`src/rtl/uart_cmd_assembler.sv`:
```
// rtl/uart_cmd_assembler.sv - frames three UART bytes into one 24-bit command
//
// Ports:
//   clk, rst_n    clock and asynchronous active-low reset
//   rdy, rx_data  byte-valid level and byte from the UART receiver
//   clr_rdy       one-cycle acknowledge of each accepted byte
//   cmd, cmd_rdy  assembled command {opcode, data_hi, data_lo} and its valid level
//   clr_cmd_rdy   consumer acknowledge, clears cmd_rdy
//   clr_err       clears both sticky error flags
//   timeout_err   a partial command was discarded after TIMEOUT idle cycles
//   overrun_err   a command completed while the previous one was unconsumed
module uart_cmd_assembler #(
    parameter int TIMEOUT = 50000
) (
    input  logic        clk,
    input  logic        rst_n,
    input  logic        rdy,
    input  logic [7:0]  rx_data,
    output logic        clr_rdy,
    output logic [23:0] cmd,
    output logic        cmd_rdy,
    input  logic        clr_cmd_rdy,
    input  logic        clr_err,
    output logic        timeout_err,
    output logic        overrun_err
);

    localparam int CW = $clog2(TIMEOUT);

    typedef enum logic [1:0] {
        WAIT_B0,
        WAIT_B1,
        WAIT_B2
    } state_t;

    state_t      state, state_n;
    logic [CW-1:0] cnt, cnt_n;
    logic [7:0]  byte0, byte0_n;
    logic [7:0]  byte1, byte1_n;
    logic [23:0] cmd_n;
    logic        cmd_rdy_n;
    logic        timeout_err_n;
    logic        overrun_err_n;
    logic        accept;
    logic        expire;
    logic        complete;
    logic        timeout_set;
    logic        overrun_set;

    // clr_rdy is high in the cycle after an accept, while the receiver's rdy
    // may still be high for the byte just taken; masking avoids taking it twice.
    assign accept = rdy & ~clr_rdy;

    // An accept in the expiry cycle takes priority over the timeout.
    assign expire = (state != WAIT_B0) && !accept && (cnt == CW'(TIMEOUT - 1));

    always_ff @(posedge clk or negedge rst_n) begin
        if (!rst_n) begin
            state       <= WAIT_B0;
            cnt         <= '0;
            byte0       <= 8'h00;
            byte1       <= 8'h00;
            clr_rdy     <= 1'b0;
            cmd         <= 24'h0;
            cmd_rdy     <= 1'b0;
            timeout_err <= 1'b0;
            overrun_err <= 1'b0;
        end else begin
            state       <= state_n;
            cnt         <= cnt_n;
            byte0       <= byte0_n;
            byte1       <= byte1_n;
            clr_rdy     <= accept;
            cmd         <= cmd_n;
            cmd_rdy     <= cmd_rdy_n;
            timeout_err <= timeout_err_n;
            overrun_err <= overrun_err_n;
        end
    end

    always_comb begin
        state_n     = state;
        cnt_n       = cnt;
        byte0_n     = byte0;
        byte1_n     = byte1;
        cmd_n       = cmd;
        complete    = 1'b0;
        timeout_set = 1'b0;
        overrun_set = 1'b0;

        case (state)
            WAIT_B0: begin
                cnt_n = '0;
                if (accept) begin
                    byte0_n = rx_data;
                    state_n = WAIT_B1;
                end
            end
            WAIT_B1: begin
                if (accept) begin
                    byte1_n = rx_data;
                    cnt_n   = '0;
                    state_n = WAIT_B2;
                end else if (expire) begin
                    byte0_n     = 8'h00;
                    cnt_n       = '0;
                    timeout_set = 1'b1;
                    state_n     = WAIT_B0;
                end else begin
                    cnt_n = cnt + 1'b1;
                end
            end
            WAIT_B2: begin
                if (accept) begin
                    cnt_n   = '0;
                    state_n = WAIT_B0;
                    // A same-cycle consumer acknowledge frees the output slot.
                    if (!cmd_rdy || clr_cmd_rdy) begin
                        cmd_n    = {byte0, byte1, rx_data};
                        complete = 1'b1;
                    end else begin
                        overrun_set = 1'b1;
                    end
                end else if (expire) begin
                    byte0_n     = 8'h00;
                    byte1_n     = 8'h00;
                    cnt_n       = '0;
                    timeout_set = 1'b1;
                    state_n     = WAIT_B0;
                end else begin
                    cnt_n = cnt + 1'b1;
                end
            end
            default: begin
                cnt_n   = '0;
                state_n = WAIT_B0;
            end
        endcase

        // Set events win over clears in the same cycle.
        cmd_rdy_n     = complete ? 1'b1 : (clr_cmd_rdy ? 1'b0 : cmd_rdy);
        timeout_err_n = timeout_set | (timeout_err & ~clr_err);
        overrun_err_n = overrun_set | (overrun_err & ~clr_err);
    end

endmodule
```
`config.mk`:
```
export PLATFORM = sky130hd
export DESIGN_NAME = uart_cmd_assembler
export DESIGN_NICKNAME = d
export VERILOG_FILES = /design/src/rtl/uart_cmd_assembler.sv
export SDC_FILE = /design/constraint.sdc
export NUM_CORES = 1
export LEC_CHECK = 0
export ABC_AREA = 1
export CORE_MARGIN = 5
export CORE_UTILIZATION = 49
export DETAILED_ROUTE_END_ITERATION = 10
export PLACE_DENSITY_LB_ADDON = 0.2
export SLEW_MARGIN = 30
export SYNTH_ARGS = -nofsm -noshare
export SYNTH_HDL_FRONTEND = slang
export SYNTH_SLANG_ARGS = --single-unit
```
`constraint.sdc`:
```
create_clock -name clk -period 1.4 [get_ports clk]
set_input_delay 0.28 -clock clk [delete_from_list [all_inputs] [get_ports clk]]
set_output_delay 0.28 -clock clk [all_outputs]
set_load 0.02 [all_outputs]
```
Word-level counts from Yosys, hierarchy flattened
Index checks and enable logic that the tools add are counted.
{"block": "totals", "register_bits": 62, "input_bits": 13}
{"block": "op_classes", "add_sub_neg": 1, "n_eq_ne": 9, "mux": 24, "bitwise": 7, "n_reduce_logical": 14}
{"op": "$mux W16", "count": 3}
{"op": "$pmux W8 S2", "count": 2}
{"op": "$mux W8", "count": 3}
{"op": "$add A16 B1 Y16 const B", "count": 1}
{"op": "$eq A16 B16 Y1 const B", "count": 1}
{"op": "$mux W1", "count": 11}
{"op": "$ne A2 B2 Y1 const B", "count": 5}
{"op": "$mux W2", "count": 4}
{"op": "$reduce_and A4 Y1", "count": 2}
{"op": "$reduce_bool A2 Y1", "count": 4}
{"op": "$pmux W2 S3", "count": 1}
{"op": "$and A1 B1 Y1", "count": 3}
{"op": "$reduce_and A3 Y1", "count": 1}
{"op": "$eq A2 B1 Y1 const B", "count": 1}
{"op": "$eq A2 B2 Y1 const B", "count": 1}
{"op": "$logic_and A1 B1 Y1", "count": 2}
{"op": "$logic_not A1 Y1", "count": 2}
{"op": "$logic_not A2 Y1", "count": 1}
{"op": "$ne A2 B1 Y1 const B", "count": 1}
{"op": "$not A1 Y1", "count": 2}
{"op": "$or A1 B1 Y1", "count": 2}
{"op": "$reduce_or A2 Y1", "count": 1}
{"op": "$logic_or A1 B1 Y1", "count": 1}

Depth between registers and ports, before layout
Gate-level depths: netlist of the first run.
{"block": "depth", "word_depth": 9, "mapped_depth": 10, "depth_no_buf": 10}

Least setup slack after synthesis of the first run
Ideal clock, no wire load.
{"block": "synth_timing", "path_type": "reg2reg", "startpoint": "register state[0]", "endpoint": "register byte0[0]", "setup_time_ns": 0.116, "arrival_time_ns": 1.330, "t_required_ns": 1.284, "slack_ns": -0.046, "stages_incl_launch_ff": 11, "period_less_slack_ns": 1.446, "path_cell_list": "dfrtp_1 > inv_1 > ha_1 > nor2_1 > nand2_2 > nor2_4 > nand3_4 > nand2_1 > nand2_2 > nand2_1 > nand2_1"}
{"block": "synth_via", "elab_chain_cells": 5}
{"item": "from (decl)", "line_no": "36", "source": "state_t state, state_n;"}
{"item": "from (signal assigned)", "line_no": "69", "source": "state <= state_n;"}
{"item": "$reduce_bool A2 Y1", "line_no": "55", "source": "assign expire = (state != WAIT_B0) && !accept && (cnt == CW'(TIMEOUT - 1));"}
{"item": "$logic_and A1 B1 Y1 (2 in a row)", "line_no": "55"}
{"item": "$ne A2 B1 Y1 (no line)"}
{"item": "$reduce_and A4 Y1 (no line)"}
{"item": "to (signal assigned)", "line_no": "71", "source": "byte0 <= byte0_n;"}
{"item": "to (decl)", "line_no": "38", "source": "logic [7:0] byte0, byte0_n;"}
Several ways; a longest one is shown, not always the timed one.
A chain may end at the register's enable or synchronous reset.

Worst setup path in the final report of the first run
{"block": "layout_timing", "startpoint": "register state[1]", "endpoint": "register byte1[4]"}
{"block": "layout_via", "elab_chain_cells": 5}
{"item": "$reduce_bool A2 Y1", "line_no": "55"}
{"item": "$logic_and A1 B1 Y1 (2 in a row)", "line_no": "55"}
{"item": "$ne A2 B2 Y1 (no line)"}
{"item": "$reduce_and A4 Y1 (no line)"}
{"item": "to (signal assigned)", "line_no": "72", "source": "byte1 <= byte1_n;"}
{"item": "to (decl)", "line_no": "39", "source": "logic [7:0] byte1, byte1_n;"}
Several ways; a longest one is shown, not always the timed one.

==> qor.csv, run 1 <==
metric;value;unit
initial drt markers;80;
placed wire-length estimate;4320;um
CP Launch Type;flop;
Pwr Density;1850;mW/mm^2
XOR/XNOR share of the synthesized area;0.0120;
share of cells above drive strength 1;0.387;
Reg clk slew, reported paths;70;ps
Post-Place Cell Area;0.00358;mm^2
Crit Path Max Fanout;8;
yosys warns;0;
Max-Slew Margin vs Limit;0.757;
Final period util;1.12;
Worst Path Required;1630;ps
Worst Hold Class;in2async;
initial antenna violation count;0;
clock buffer depth;2;
Post-Syn Instances;289;
Die Wd;87.2;um
sequential fraction of the synthesis area;0.531;
clk_lat worst skew;340;ps
die height;87.2;um
FMAX;636;MHz
Initial Util;0.499;
Antenna diodes;0;
Layout fillers;414;
FF-to-FF End;byte1[4]$_DFFE_PN0P_;
CTS Buf Count;9;
Final WS setup;-172;ps
Main synth FF type;dfrtp_1;
Sink Count;62;
Synth Register Bits;62;
status;finished with violations;
CTS root buf;clkbuf_8;
setup slack, reg-to-reg;-170;ps
first-pass GRT wire length;10900;um
critical path arrival;1800;ps
fin cells;450;
# H-tree levels;3;
Syn Std Cell Area;0.00292;mm^2
Worst Tran Pin Value;362;ps
Total Power;7.66;mW
routed wire length;7130;um
Final ANT Viol Nets;0;
Compound-Gate Fraction of Synth Area;0.0180;
Final nets;388;
Yosys cell types;29;
vias in the first global route;2308;
Final GP Congestion;0.859;
row cnt;28;
area occupied by multi-input gates;0.00148;mm^2
syn_area_per_cell;10.1;um^2
adder-cell share of the synthesized area;0.0214;
Max Cap Violations;0;
Final Hold Viols;0;
pin count of the biggest net entering global routing;63;
port bufs;40;
Post-synth ARST share;1.00;
WL/cell;15.9;um
fin util;0.708;
Final Max Slew Viols;0;
CTS tree;built;
vias per cell;5.10;
post-route cell area;0.00414;mm^2
worst r2r src;state[1]$_DFFE_PN0P_;
Clock Skews;10.7;ps
P&R area growth vs syn;41.9;%
GRT Residual Overflow;0;
post-synthesis mux area share;0.117;
leakage;2.04;nW
Peak VDD IR;0.00104;V
RSZ-0062 raised after global routing;yes;
Die ar.;0.00760;mm^2
Setup crit end kind;flop;
drt first pass iters;4;
worst r2r path cells;9;
largest family of logic cells by synthesized area;simple AND/OR/NAND/NOR gates;
worst setup slack after placement;-312;ps
syn_nets;307;
number of flops mapped to enable cells by yosys;0;
Floorplan Core Area;0.00585;mm^2
critical path class;reg2reg;
simple-gate share of the synthesized area;0.243;
register area;0.00155;mm^2
Min Clock Period, post-route;1570;ps
I/O Pins;41;
GRT Total Usage;0.188;
vias;2295;
placed instance count;422;
# DRC;0;
failing checks;negative setup slack;
setup violators final;58;
[final cells by class]
class                           count  area share
Sequential cell                    62       0.375
Clock inverter                      4      0.0115
Multi-Input combinational cell    190       0.356
Timing Repair Buffer               75       0.173
Clock buffer                       12      0.0326
Tap cell                           75      0.0227
Inverter                           32      0.0290
[flip-flops by register name (all words and copies together) (netlist names)]
signal and flops:
clr_rdy 1, cmd_rdy 1, timeout_err 1, cmd 24, overrun_err 1, byte0 8, cnt 16, state 2
byte1 8
[cells in the final DEF, fill, tap and decap left out, types with 2 or more instances in the layout]
cell type,count
clkbuf_1,3
inv_1,23
nand2_2,17
buf_12,3
clkbuf_16,2
mux2_4,20
dlygate4sd2_1,28
nand3_2,5
nand2_1,49
nor2_1,20
buf_6,5
clkbuf_8,9
nor2_4,8
mux2_2,4
nand2_4,3
nand3_4,4
a21oi_1,2
dfrtp_1,60
xor2_1,3
nor3_2,7
nand3_1,11
clkinv_2,2
ha_4,3
buf_4,24
o21ai_0,2
inv_2,9
nor3_1,4
nand4_1,10
nor2_2,7
clkdlybuf4s50_1,11
dfrtp_2,2
[layer usage]
metal  vias to the layer above  routed length (um)  GRT usage
met5                         -                   0          0
met4                         0                 193      0.113
met3                        15                 302     0.0378
met2                        47                3690      0.312
met1                      1126                2950      0.223
li1                       1107                   -          -
[where the power goes]
part / switching (mW) / internal (mW)
clock network: 0.697 / 0.818
registers: 0.376 / 2.40
logic: 1.79 / 1.57
total: 2.87 / 4.80
[synthesized netlist by cell type (5+ instances only)]
cell type  instances  area share
nand2_1           66       0.085
nor3_1            11       0.019
inv_2              5      0.0064
nand4_1           10       0.021
mux2_4            19       0.098
mux2_2             5       0.019
inv_1             27       0.035
dfrtp_1           62        0.53
nor2_1            30       0.039
nand3_1           16       0.027
ha_1               5       0.021
[per-stage QoR]
| step | hold slack, ps | TNS (ps) |
|---|---|---|
| 6_report | 476 | -6470 |
| 4_1_cts | 489 | -5490 |
| 3_3_place_gp | 312 | -12760 |
| 2_1_floorplan | -15.6 | 0 |
| 3_5_place_dp | 314 | -13730 |
| 5_1_grt | 514 | -10660 |
[critical path, cell delays in order (launching register included)]
cell	delay, ps
dfrtp_2	410
inv_2	70
ha_4	170
nor2_4	100
nand2_2	60
nor2_4	120
buf_6	120
nand4_4	190
nand3_2	150
nand2_2	70
[worst max path at each step]
stage,startpoint,end,slack [ps],cells past startpoint
6_report,state[1]$_DFFE_PN0P_,byte1[4]$_DFFE_PN0P_,-170,9
5_1_grt,state[1]$_DFFE_PN0P_,byte1[4]$_DFFE_PN0P_,-250,9
4_1_cts,state[1]$_DFFE_PN0P_,byte1[4]$_DFFE_PN0P_,-140,9
3_5_place_dp,rdy,cmd[6]$_DFFE_PN0P_,-310,6
3_3_place_gp,rdy,cmd[6]$_DFFE_PN0P_,-280,6
2_1_floorplan,state[1]$_DFFE_PN0P_,cnt[8]$_DFF_PN0_,2,9
[kinds of logic (layout without fill, tap and decap cells)]
| family | count (synthesis) | count (layout) |
|---|---|---|
| buffers and inverters | 38 | 123 |
| adder cells (fa/ha/maj) | 5 | 5 |
| AO/OA/AOI/OAI | 9 | 9 |
| flip-flops | 62 | 62 |
| multiplexers | 24 | 24 |
| XOR/XNOR | 4 | 4 |
| AND/OR/NAND/NOR | 147 | 148 |
[repair_timing]
| item | 4_1_cts | 5_1_grt |
|---|---|---|
| endpoints found under the setup margin | 86 | 60 |
| setup buffers | 6 | 1 |
| pin swaps | 20 | 7 |
| endpoints found under the hold margin | 62 | 0 |
| gates cloned | 1 | 3 |
| hold buffers | 1 | 0 |
| gates resized for setup | 68 | 26 |
(Power assumes the default switching activity.)
==> run 2, diff against run 1 <==
--- a/config.mk
+++ b/config.mk
@@ -10,6 +10,8 @@
 export CORE_UTILIZATION = 49
 export DETAILED_ROUTE_END_ITERATION = 10
 export PLACE_DENSITY_LB_ADDON = 0.2
+export RECOVER_POWER = 25
+export SKIP_LAST_GASP = 1
 export SLEW_MARGIN = 30
 export SYNTH_ARGS = -nofsm -noshare
 export SYNTH_HDL_FRONTEND = slang
==> qor.csv, run 2 (synthesis results as in run 1) <==
metric;value;unit
status;finished with violations;
failing checks;negative setup slack;
# DRC;0;
row cnt;28;
Reg power frac;0.365;
area occupied by multi-input gates;0.00147;mm^2
CP cell instances;inv_2, ha_4, nor2_4, nand2_2, nor2_4, nand3_4, buf_12, nand3_4, nor2_1;
fin cells;450;
die height;87.2;um
Layout fillers;426;
Setup crit end kind;flop;
Clock Skews;10.1;ps
Top delay family on crit path;simple AND/OR/NAND/NOR gates;
vias;2304;
Die ar.;0.00760;mm^2
Min Clock Period, post-route;1570;ps
Worst Hold Class;reg2reg;
max incr delay on CP;410;ps
CTS Buf Count;9;
post-route cell area;0.00412;mm^2
Power Internal;4.78;mW
Psw;2.84;mW
CTS tree;built;
placed instance count;422;
Max-Slew Margin vs Limit;0.495;
port bufs;40;
leakage;2.03;nW
Peak VDD IR;0.000961;V
Initial Util;0.499;
Final nets;388;
P&R area growth vs syn;41.1;%
routed wire length;7020;um
Reg clk slew, reported paths;70;ps
FF-to-FF End;cnt[3]$_DFF_PN0_;
Hold Path End;byte0[4]$_DFFE_PN0P_;
setup slack, reg-to-reg;-170;ps
I/O Pins;41;
GRT Residual Overflow;0;
critical path class;reg2reg;
worst r2r src;state[1]$_DFFE_PN0P_;
vias per cell;5.12;
RSZ-0062 raised after global routing;yes;
clk_lat worst skew;340;ps
clock share of power;0.198;
Final Hold Viols;0;
placed wire-length estimate;4320;um
# H-tree levels;3;
Final period util;1.12;
pin count of the biggest net entering global routing;63;
initial drt markers;96;
register area;0.00155;mm^2
Final WS setup;-167;ps
Final GP Congestion;0.859;
initial antenna violation count;0;
GRT Total Usage;0.188;
Largest regs;cmd x24, cnt x16;
Final Max Slew Viols;0;
Worst Tran Pin Value;758;ps
max FFs per register;24;
clock buffer depth;2;
Antenna diodes;0;
Die Wd;87.2;um
Worst Path Required;1620;ps
share of cells above drive strength 1;0.381;
Reg with most FFs;cmd;
critical path arrival;1790;ps
Sw Ratio;0.372;
Post-Place Cell Area;0.00358;mm^2
CTS root buf;clkbuf_8;
Final ANT Viol Nets;0;
Floorplan Core Area;0.00585;mm^2
Sink Count;62;
most frequent cells in the layout;dfrtp_1 (60), nand2_1 (51), dlygate4sd2_1 (28), buf_4 (25), inv_1 (23);
WL/cell;15.6;um
Max Cap Violations;0;
commonest non-fill, non-tap cell in the layout;dfrtp_1;
Pwr Density;1850;mW/mm^2
worst r2r path cells;9;
Worst Hold Launch;byte0[4]$_DFFE_PN0P_;
CP Launch Type;flop;
Gate power share;0.437;
FMAX;638;MHz
critical path buffer and inverter count;2;
Slowest cell on crit path;dfrtp_2;
first-pass GRT wire length;10900;um
setup violators final;58;
Worst path depth;9;
worst setup slack after placement;-312;ps
Hold Crit Depth;2;
drt first pass iters;4;
vias in the first global route;2310;
Crit Path Max Fanout;7;
## run 2: changes by cell type in the layout (fill, tap and decap cells not counted)
cell,previous run,this run
mux2_4,20,19
nand2_1,49,51
buf_4,24,25
buf_12,3,2
mux2_2,4,5
nand2_2,17,15
## run 2: how the worst max path moves through the flow
stage	from	end	slack, ps
global placement	rdy	cmd[6]$_DFFE_PN0P_	-280
CTS	state[1]$_DFFE_PN0P_	byte1[4]$_DFFE_PN0P_	-140
global route	state[1]$_DFFE_PN0P_	byte1[4]$_DFFE_PN0P_	-250
finish	state[1]$_DFFE_PN0P_	cnt[3]$_DFF_PN0_	-170
detailed placement	rdy	cmd[6]$_DFFE_PN0P_	-310
floorplan	state[1]$_DFFE_PN0P_	cnt[8]$_DFF_PN0_	2
## run 2: stage by stage
stage               hold WS (ps)  utilization  setup TNS (ps)  total power [mW]
detailed placement           314        0.612          -13730              5.74
global placement             312        0.612          -12760              5.65
global route                 514        0.704          -10670              8.07
CTS                          489        0.680           -5490              7.47
floorplan                  -15.6            -               0              4.50
finish                       488        0.704           -6330              7.61
## run 2: cell type report
cell class                 count  area share
clock inverter                 4      0.0115
multi-input combinational    190       0.356
sequential                    62       0.377
tap                           75      0.0228
inverter                      32      0.0291
timing repair buffer          75       0.171
clock buffer                  12      0.0328
## run 2: power by group through the flow
stage                     Clock [mW]  Combinational, mW  Sequential, mW
after global routing            1.60               3.61            2.87
final                           1.51               3.32            2.78
after global placement             0               2.89            2.75
after detailed placement           0               2.96            2.78
after floorplan                    0               1.37            3.13
after CTS                       1.53               3.17            2.77
## run 2: routing by layer
| layer | vias to the layer above | global-route usage | share of wire |
|---|---|---|---|
| met5 | - | 0 | 0 |
| met4 | 0 | 0.113 | 0.030 |
| met3 | 18 | 0.0378 | 0.050 |
| met2 | 57 | 0.312 | 0.52 |
| met1 | 1125 | 0.224 | 0.40 |
| li1 | 1104 | - | - |
## run 2: timing repair
action,CTS,global route
resized for setup,67,24
cloned,1,3
setup endpoints to repair,86,60
hold buffers,1,0
endpoints found under the hold margin,62,0
pin swaps,20,7
setup buffers,6,1
## run 2: worst min-delay path, cell delays in order, from the launching register on
cell and delay (ps):
dfrtp_1 360, nand2_2 50, nand2_1 50
==> run 3, diff against run 2 <==
--- a/config.mk
+++ b/config.mk
@@ -7,8 +7,10 @@
 export LEC_CHECK = 0
 export ABC_AREA = 1
 export CORE_MARGIN = 5
-export CORE_UTILIZATION = 49
+export CORE_UTILIZATION = 55
+export CTS_BUF_LIST = sky130_fd_sc_hd__clkbuf_2 sky130_fd_sc_hd__clkbuf_4 sky130_fd_sc_hd__clkbuf_8
 export DETAILED_ROUTE_END_ITERATION = 10
+export DONT_BUFFER_PORTS = 1
 export PLACE_DENSITY_LB_ADDON = 0.2
 export RECOVER_POWER = 25
 export SKIP_LAST_GASP = 1
==> qor.csv, run 3 (synthesis results as in run 1) <==
metric;value;unit
status;finished with violations;
failing checks;negative hold slack, negative setup slack;
Worst Path Required;1640;ps
Worst Hold Class;in2async;
initial antenna violation count;0;
P&R area growth vs syn;28.1;%
placed wire-length estimate;4330;um
routed wire length;7020;um
clk_lat worst skew;350;ps
clock buffer depth;2;
clock share of power;0.230;
Final Max Slew Viols;0;
RSZ-0062 raised after global routing;yes;
vias per cell;5.41;
Floorplan Core Area;0.00514;mm^2
pin count of the biggest net entering global routing;63;
Final period util;1.09;
setup_tns;-3020;ps
vias;2200;
Die ar.;0.00687;mm^2
Max-Slew Margin vs Limit;0.775;
die height;82.9;um
Initial Util;0.568;
CTS tree;built;
GRT Residual Overflow;0;
Final ANT Viol Nets;0;
# DRC;0;
critical path arrival;1770;ps
Power Internal;4.33;mW
Peak VDD IR;0.00101;V
Crit Path Max Fanout;8;
Die Wd;82.9;um
# H-tree levels;3;
CTS root buf;clkbuf_8;
post-route cell area;0.00374;mm^2
Reg with most FFs;cmd;
placed instance count;382;
final hold slack;-387;ps
vias in the first global route;2232;
Gate power share;0.310;
Largest regs;cmd x24, cnt x16;
Reg clk slew, reported paths;80;ps
GRT Total Usage;0.205;
most frequent cells in the layout;dfrtp_1 (61), nand2_1 (56), buf_4 (31), inv_1 (24), nor2_1 (22);
Sink Count;62;
FMAX;655;MHz
Min Clock Period, post-route;1530;ps
Total Power;7.11;mW
max FFs per register;24;
CP Launch Type;flop;
Worst Tran Pin Value;334;ps
I/O Pins;41;
Pwr Density;1900;mW/mm^2
Setup crit end kind;flop;
Final GP Congestion;0.884;
Antenna diodes;0;
CTS Buf Count;9;
drt first pass iters;4;
first-pass GRT wire length;11100;um
Final nets;350;
Final WS setup;-127;ps
critical path class;reg2reg;
Post-Place Cell Area;0.00322;mm^2
Psw;2.78;mW
Final Hold Viols;62;
commonest non-fill, non-tap cell in the layout;dfrtp_1;
row cnt;26;
Reg power frac;0.460;
fin cells;407;
share of cells above drive strength 1;0.421;
initial drt markers;116;
setup violators final;57;
Max Cap Violations;0;
WL/cell;17.3;um
port bufs;0;
Clock Skews;9.45;ps
Sw Ratio;0.391;
leakage;1.82;nW
[run 3: cell types whose count changed in the layout (fill, tap and decap cells not counted), moves of 4 or more]
cell             delta
dlygate4sd2_1      -28
clkdlybuf4s50_1    -11
nand3_1             -4
nand2_1             +5
nand3_2             +4
buf_4               +6
[run 3: power by group through the flow]
stage / clock network [mW] / registers [mW] / logic [mW]
floorplan: 0 / 3.13 / 1.37
global placement: 0 / 3.23 / 1.69
detailed placement: 0 / 3.26 / 1.76
CTS: 1.66 / 3.26 / 2.00
global route: 1.74 / 3.34 / 2.39
finish: 1.64 / 3.27 / 2.20
[run 3: area by class of cell]
cell class	count	area, um^2
clock inverters	7	80.1
fillers	388	1400
inverters	32	123
multi-input cells	190	1440
repair buffers	37	332
well taps	70	87.6
flip-flops and latches	62	1550
clock buffers	9	124
[run 3: worst paths after layout]
check	from	to	cells past startpoint	slack (ps)
max	cnt[1]$_DFF_PN0_	byte1[3]$_DFFE_PN0P_	9	-130
max in group asynchronous	rst_n	state[0]$_DFFE_PN0P_	0	1670
max reg2reg	cnt[1]$_DFF_PN0_	byte1[3]$_DFFE_PN0P_	9	-130
min in group clk	clr_err	timeout_err$_DFF_PN0_	1	20
min reg2reg	byte0[2]$_DFFE_PN0P_	byte0[2]$_DFFE_PN0P_	2	480
min	rst_n	cmd[16]$_DFFE_PN0P_	0	-390
[run 3: per-stage QoR]
step / hold slack, ps / utilization / setup WS, ps
after global placement: -14.2 / 0.626 / -92.1
final: -387 / 0.728 / -127
after CTS: -393 / 0.696 / -98.6
after global routing: -409 / 0.728 / -216
after floorplan: -15.6 / - / 2.16
after detailed placement: -14.2 / 0.626 / -194
[run 3: critical path: stages, from the launching register on]
cell and delay [ps]:
dfrtp_1 360, ha_2 190, nand2_2 80, inv_2 70, nand2_2 70, nor2_4 120, buf_4 130, nand4_4 200
nand3_2 140, nand2_1 60
[run 3: routing by layer]
layer,wire length [um],part of all wire,vias to the layer above,GRT usage
met5,0,0,-,0
met3,414,0.059,18,0.0762
met1,2750,0.39,1091,0.227
li1,-,-,1028,-
met2,3670,0.52,63,0.355
met4,189,0.027,0,0.0802
[run 3: repair_timing]
item | CTS | global route
setup buffers | 1 | 6
setup endpoints to repair | 57 | 60
hold endpoints to repair | 62 | 62
gates cloned | 1 | 1
pin swaps | 12 | 16
resized for setup | 29 | 25
